<file path="src/rtl/pc_gen.sv">
// Fetch-PC generator: registered PC with stall/redirect, RV32I branch/jump
// resolution, misalignment trap and a direct-mapped BTB with 2-bit counters.
module pc_gen #(
  parameter int              XLEN      = 32,
  parameter logic [XLEN-1:0] RESET_PC  = '0,
  parameter logic [XLEN-1:0] TRAP_PC   = XLEN'(32'h0000_0100),
  parameter int              BTB_DEPTH = 16
) (
  input  logic            clk,
  input  logic            rst,
  input  logic            stall,
  input  logic            ex_valid,
  input  logic [XLEN-1:0] ex_pc,
  input  logic            ex_is_branch,
  input  logic            ex_is_jal,
  input  logic            ex_is_jalr,
  input  logic [2:0]      ex_branch_op,
  input  logic            ex_zero,
  input  logic            ex_lt,
  input  logic            ex_ltu,
  input  logic [XLEN-1:0] ex_imm,
  input  logic [XLEN-1:0] ex_rs1,
  input  logic            ex_pred_taken,
  input  logic [XLEN-1:0] ex_pred_target,
  output logic [XLEN-1:0] pc,
  output logic            pred_taken,
  output logic [XLEN-1:0] pred_target,
  output logic            flush,
  output logic            misalign
);

  localparam int IDX   = $clog2(BTB_DEPTH);
  localparam int TAG_W = XLEN - IDX - 2;

  typedef logic [IDX-1:0]   idx_t;
  typedef logic [TAG_W-1:0] tag_t;

  typedef enum logic [2:0] {
    OP_BEQ  = 3'b000,
    OP_BNE  = 3'b001,
    OP_BLT  = 3'b100,
    OP_BGE  = 3'b101,
    OP_BLTU = 3'b110,
    OP_BGEU = 3'b111
  } br_op_e;

  // BTB storage
  logic [BTB_DEPTH-1:0] btb_valid;
  tag_t                 btb_tag    [BTB_DEPTH];
  logic [XLEN-1:0]      btb_target [BTB_DEPTH];
  logic [1:0]           btb_cnt    [BTB_DEPTH];

  // Lookup on the current fetch PC
  idx_t rd_idx;
  tag_t rd_tag;

  assign rd_idx      = pc[IDX+1:2];
  assign rd_tag      = pc[XLEN-1:IDX+2];
  assign pred_taken  = btb_valid[rd_idx] && (btb_tag[rd_idx] == rd_tag) && btb_cnt[rd_idx][1];
  assign pred_target = btb_target[rd_idx];

  // EX resolution
  logic            is_ctrl;
  logic            cond;
  logic            taken;
  logic [XLEN-1:0] br_sum;
  logic [XLEN-1:0] jalr_sum;
  logic [XLEN-1:0] target;
  logic            mispredict;
  logic [XLEN-1:0] redirect_pc;

  assign is_ctrl  = ex_is_branch | ex_is_jal | ex_is_jalr;
  assign br_sum   = ex_pc + ex_imm;
  assign jalr_sum = ex_rs1 + ex_imm;

  // NOTE: every signal written in always_comb gets a default first, so no
  // path through the block can leave it unassigned and infer a latch.
  always_comb begin
    cond = 1'b0;
    case (br_op_e'(ex_branch_op))
      OP_BEQ:  cond = ex_zero;
      OP_BNE:  cond = !ex_zero;
      OP_BLT:  cond = ex_lt;
      OP_BGE:  cond = !ex_lt;
      OP_BLTU: cond = ex_ltu;
      OP_BGEU: cond = !ex_ltu;
      default: cond = 1'b0;
    endcase
  end

  always_comb begin
    taken       = ex_is_jal | ex_is_jalr | (ex_is_branch & cond);
    target      = ex_is_jalr ? {jalr_sum[XLEN-1:1], 1'b0} : br_sum;
    misalign    = ex_valid & taken & (target[1:0] != 2'b00);
    mispredict  = ex_valid & ((taken != ex_pred_taken) |
                              (taken & (target != ex_pred_target)));
    flush       = mispredict | misalign;
    redirect_pc = ex_pc + XLEN'(4);
    if (misalign) begin
      redirect_pc = TRAP_PC;
    end else if (taken) begin
      redirect_pc = target;
    end
  end

  // BTB update decode, indexed and tagged by the EX PC
  idx_t wr_idx;
  tag_t wr_tag;
  logic wr_hit;
  logic upd_en;
  logic alloc;
  logic inval;

  assign wr_idx = ex_pc[IDX+1:2];
  assign wr_tag = ex_pc[XLEN-1:IDX+2];
  assign wr_hit = btb_valid[wr_idx] && (btb_tag[wr_idx] == wr_tag);
  assign upd_en = ex_valid && is_ctrl && !misalign;
  assign alloc  = upd_en && !wr_hit && taken;
  // A non-control instruction hitting an entry means the entry aliases it.
  assign inval  = ex_valid && !is_ctrl && wr_hit;

  always_ff @(posedge clk or posedge rst) begin
    if (rst) begin
      btb_valid <= '0;
    end else if (alloc) begin
      btb_valid[wr_idx] <= 1'b1;
    end else if (inval) begin
      btb_valid[wr_idx] <= 1'b0;
    end
  end

  // NOTE: tag/target/counter arrays are deliberately not reset; the valid
  // bits gate every use, so only they need clearing.
  always_ff @(posedge clk) begin
    if (alloc) begin
      btb_tag[wr_idx]    <= wr_tag;
      btb_target[wr_idx] <= target;
      btb_cnt[wr_idx]    <= (ex_is_jal | ex_is_jalr) ? 2'b11 : 2'b10;
    end else if (upd_en && wr_hit) begin
      if (taken) begin
        btb_target[wr_idx] <= target;
        if (btb_cnt[wr_idx] != 2'b11) begin
          btb_cnt[wr_idx] <= btb_cnt[wr_idx] + 2'b01;
        end
      end else if (btb_cnt[wr_idx] != 2'b00) begin
        btb_cnt[wr_idx] <= btb_cnt[wr_idx] - 2'b01;
      end
    end
  end

  // NOTE: sequential state uses non-blocking assignments so every register
  // samples pre-edge values regardless of process ordering.
  always_ff @(posedge clk or posedge rst) begin
    if (rst) begin
      pc <= RESET_PC;
    end else if (flush) begin
      pc <= redirect_pc;
    end else if (stall) begin
      pc <= pc;
    end else if (pred_taken) begin
      pc <= pred_target;
    end else begin
      pc <= pc + XLEN'(4);
    end
  end

endmodule

</file>
<file path="config.mk">
export PLATFORM = sky130hd
export DESIGN_NAME = pc_gen
export DESIGN_NICKNAME = d
export VERILOG_FILES = /design/src/rtl/pc_gen.sv
export SDC_FILE = /design/constraint.sdc
export NUM_CORES = 2
export LEC_CHECK = 0
export CAP_MARGIN = 20
export CORE_UTILIZATION = 50
export CTS_CLUSTER_DIAMETER = 150
export CTS_CLUSTER_SIZE = 8
export DETAILED_ROUTE_END_ITERATION = 10
export DONT_BUFFER_PORTS = 1
export PLACE_DENSITY_LB_ADDON = 0.3
export RECOVER_POWER = 50
export SETUP_SLACK_MARGIN = 0.4
export SLEW_MARGIN = 30
export SYNTH_ARGS = -nofsm -noshare
export SYNTH_HDL_FRONTEND = slang
export SYNTH_SLANG_ARGS = --single-unit
</file>
<file path="constraint.sdc">
create_clock -name clk -period 5.2 [get_ports clk]
set_input_delay 0.78 -clock clk [delete_from_list [all_inputs] [get_ports clk]]
set_output_delay 0.78 -clock clk [all_outputs]
set_load 0.005 [all_outputs]
</file>
==> run summary <==
RSZ-0062 raised after global routing: yes
Routed WL: 166,000 um
Top_reg_cell synth: edfxtp_1
Post-synthesis sequential area ratio: 0.602
Total Power: 23.2 mW
Footprint of the multi-input gates: 19,100 um^2
Routability cong.: 0.943
Hold Path Depth: 0
Dpl hpwl: 108,000 um
Worst-path fanout max: 3
Clk slew on worst S/H paths: 0.06 ns
Yosys top cell area share: 0.578
GRT Util Overall: 0.329
Layout Cell Area excl Fill: 57,100 um^2
Largest area contributor in the netlist: edfxtp_1
Setup violators final: 0
Worst r2r src: btb_tag[11][14]
Least-Margin Pin Slew: 3.14 ns
Area after DPL: 52,500 um^2
DR vias/cell: 7.01
# IOs: 209
Share of cells above drive strength 1: 0.263
Mux cell area share after synthesis: 0.194
Synth Warn #: 0
Die ar.: 101,000 um^2
Worst hold endpoint: btb_tag[13][7]
Initial antenna violation count: 8
Synthesized cell area: 49,900 um^2
Syn Nets: 3,317
Slew margin rel.: -1.09
Hold path startpoint: ex_pc[13]
Sw frac: 0.289
Vias in the first global route: 32,300
CTS Root Buffer Type: clkbuf_16
Grt ovf: 0
Max-slew violation count: 81
Clock buffer depth: 3
Status: complete, but fails checks
Sequential cell fraction of total power: 0.414
Main combinational cell family by area after synthesis: multiplexers
Mean Syn Cell Area: 16.1 um^2
Total CTS buffers: 144
Clk pwr share: 0.374
Final Util: 0.579
Storage cell area: 30,000 um^2
Vias: 32,200
CP required: 4.42 ns
Die Width: 318 um
Core Rows: 115
Ys async rst share: 0.0476
Pin count of the biggest net entering global routing: 122
Failing checks: capacitance limit, slew limit
Seq cells post-synth: 1,008
CTS hold repair buffers: 0
Pleak: 18.5 nW
FF-to-FF setup slack: 0.57 ns
Hold Slack: 0.119 ns
CP Launch Type: input pin
Nets@finish: 3,461
Reg2reg end: btb_cnt[7][0]
Fin Setup TNS: 0 ns
Setup CP Type: in2out
Final Hold Fails: 0
Hold WC Path Type: in2reg
Worst r2r path cells: 10
Die extent in y: 318 um
DRC viols: 0
Area Growth Syn to Fin: 14.4%
Iter 0 DRT Violations: 4,327
Detail Route Antenna Nets: 0
Xor and xnor area share after synthesis: 0.0282
Synth Area in Simple Gates: 0.0594
Switching power: 6.72 mW
Worst Clk Skew: 0.0605 ns
Post-synth cell types: 95
Core Region: 98,600 um^2
CTS HTree Levels: 4
Number of flops mapped to enable cells by yosys: 960
Final worst-path cycle share: 0.969
CTS Sinks: 1,008
Maximum VDD drop: 429 uV
TritonCTS clock tree: done
Critical Path AT: 4.26 ns
Fin crit period: 5.04 ns
First drt pass iteration count: 6
Achievable frequency: 199 MHz
Combinational share of power: 0.212
Cell Pwr Density: 407 nW/um^2
First-pass GRT wire length: 235,000 um
Setup crit end kind: primary output
Internal Power: 16.5 mW
Number of port buffers: 0
Max Cap Viol: 3
Initial Util: 0.506
Syn Inst Count: 3,105
Routed len/inst: 36.2 um
Post-Synth Adder-Cell Area: 0.0179
Synth Area in Compound Gates: 0.0757
Area contributors post-synth: edfxtp_1 (58%), mux4_2 (18%), dfrtp_1 (2.4%), xnor2_1 (1.8%), ha_1 (1.7%)
FILL cells: 7,311
Worst-Skew Late Latency: 0.77 ns
[cells in the mapped netlist, types with 11 or more instances]
| cell | instances |
|---|---|
| clkbuf_1 | 111 |
| o211ai_1 | 14 |
| o22ai_2 | 31 |
| nor3b_1 | 11 |
| mux2i_1 | 60 |
| dfrtp_1 | 48 |
| a211oi_1 | 17 |
| nand3_1 | 55 |
| nand2_1 | 138 |
| buf_1 | 25 |
| ha_1 | 68 |
| buf_4 | 13 |
| nor3_1 | 38 |
| o22ai_1 | 35 |
| inv_1 | 41 |
| a21o_1 | 32 |
| xor2_1 | 50 |
| mux2_2 | 15 |
| a31oi_1 | 33 |
| edfxtp_1 | 960 |
| buf_2 | 46 |
| and3_1 | 34 |
| o21a_1 | 18 |
| o21ai_0 | 127 |
| mux4_2 | 395 |
| a21oi_1 | 113 |
| xnor2_1 | 105 |
| nand4_1 | 44 |
| nor2_1 | 185 |
| and2_1 | 11 |
| and4_1 | 12 |
[logic make-up (layout without fill, tap and decap cells)]
group,after synthesis,after routing
buffers and inverters,250,449
adder cells (fa/ha/maj),70,70
other,0,1
XOR/XNOR,157,157
AO/OA/AOI/OAI,548,548
multiplexers,471,471
flip-flops,1008,1008
AND/OR/NAND/NOR,601,601
[area by class of cell]
type | count | area share
sequential | 1008 | 0.526
multi-input combinational | 1847 | 0.335
clock buffer | 185 | 0.0662
timing repair buffer | 206 | 0.0340
tap | 1287 | 0.0282
clock inverter | 16 | 0.00697
inverter | 42 | 0.00283
antenna | 1 | 0.0000439
[power by group through the flow]
stage	logic, mW	registers, mW	clock network [mW]
floorplan	3.11	9.56	0
global placement	4.56	9.78	0
detailed placement	4.62	9.80	0
CTS	4.85	9.57	8.77
global route	5.12	9.61	9.09
finish	4.93	9.61	8.69
[sequential cells by signal (all words and copies together) (netlist names), named ones only]
| register | flops |
|---|---|
| btb_tag | 416 |
| btb_cnt | 32 |
| btb_target | 512 |
| pc | 32 |
[per-stage QoR]
stage                     worst slack [ns]  instances
after floorplan                      0.209       3105
after CTS                            0.193       4573
final                                0.163       4592
after global placement              0.0397       4353
after global routing                0.0836       4591
after detailed placement           -0.0514       4353
[metal layers]
metal	wire, um	part of all wire	track usage
met5	23	0.00014	0
met2	78400	0.47	0.521
met4	7450	0.045	0.137
met1	59800	0.36	0.429
met3	20700	0.12	0.0929
[timing repair]
item	CTS	global route
setup buffers	19	18
resized for setup	19	39
setup endpoints to repair	35	2
pin swaps	11	19
[critical path, cell delays in order]
cell and delay, ns:
and2_4 0.13, fa_1 0.40, a21o_1 0.22, a221oi_4 0.31, o22ai_4 0.17, o22ai_4 0.16, mux2_4 0.32, or4b_4 0.57
xnor2_2 0.15, o2111ai_2 0.14, nor4b_4 0.36, and3_4 0.26, a31oi_4 0.25
[cell usage in the layout (no fill, tap or decap), types with 12 or more instances in the layout]
cell type | synthesis | routed
nand3_1 | 55 | 55
xnor2_1 | 105 | 102
nand2_1 | 138 | 138
o22ai_1 | 35 | 34
mux2i_1 | 60 | 57
dfrtp_1 | 48 | 45
a21oi_1 | 113 | 105
ha_1 | 68 | 62
o21ai_0 | 127 | 119
clkbuf_1 | 111 | 77
o211ai_1 | 14 | 14
and4_1 | 12 | 12
a31oi_1 | 33 | 32
o22ai_2 | 31 | 30
nor2_1 | 185 | 156
xor2_1 | 50 | 50
inv_1 | 41 | 39
nor3_1 | 38 | 37
buf_4 | 13 | 118
nor2_4 | 0 | 24
nand4_1 | 44 | 44
o21a_1 | 18 | 18
buf_12 | 0 | 38
a21o_1 | 32 | 32
edfxtp_1 | 960 | 960
mux2_2 | 15 | 12
mux4_2 | 395 | 395
and3_1 | 34 | 34
clkbuf_16 | 0 | 145
a211oi_1 | 17 | 12
[worst max-delay path by stage]
stage / from / to / slack (ns)
global route: ex_pc[2] / flush / 0.08
finish: ex_imm[0] / flush / 0.16
detailed placement: ex_pc[2] / btb_cnt[13][0] / -0.05
CTS: pc[2] / pred_taken / 0.19
global placement: ex_pc[0] / flush / 0.04
floorplan: ex_pc[2] / btb_tag[5][0] / 0.21
Power figures use the tool's default switching activity.
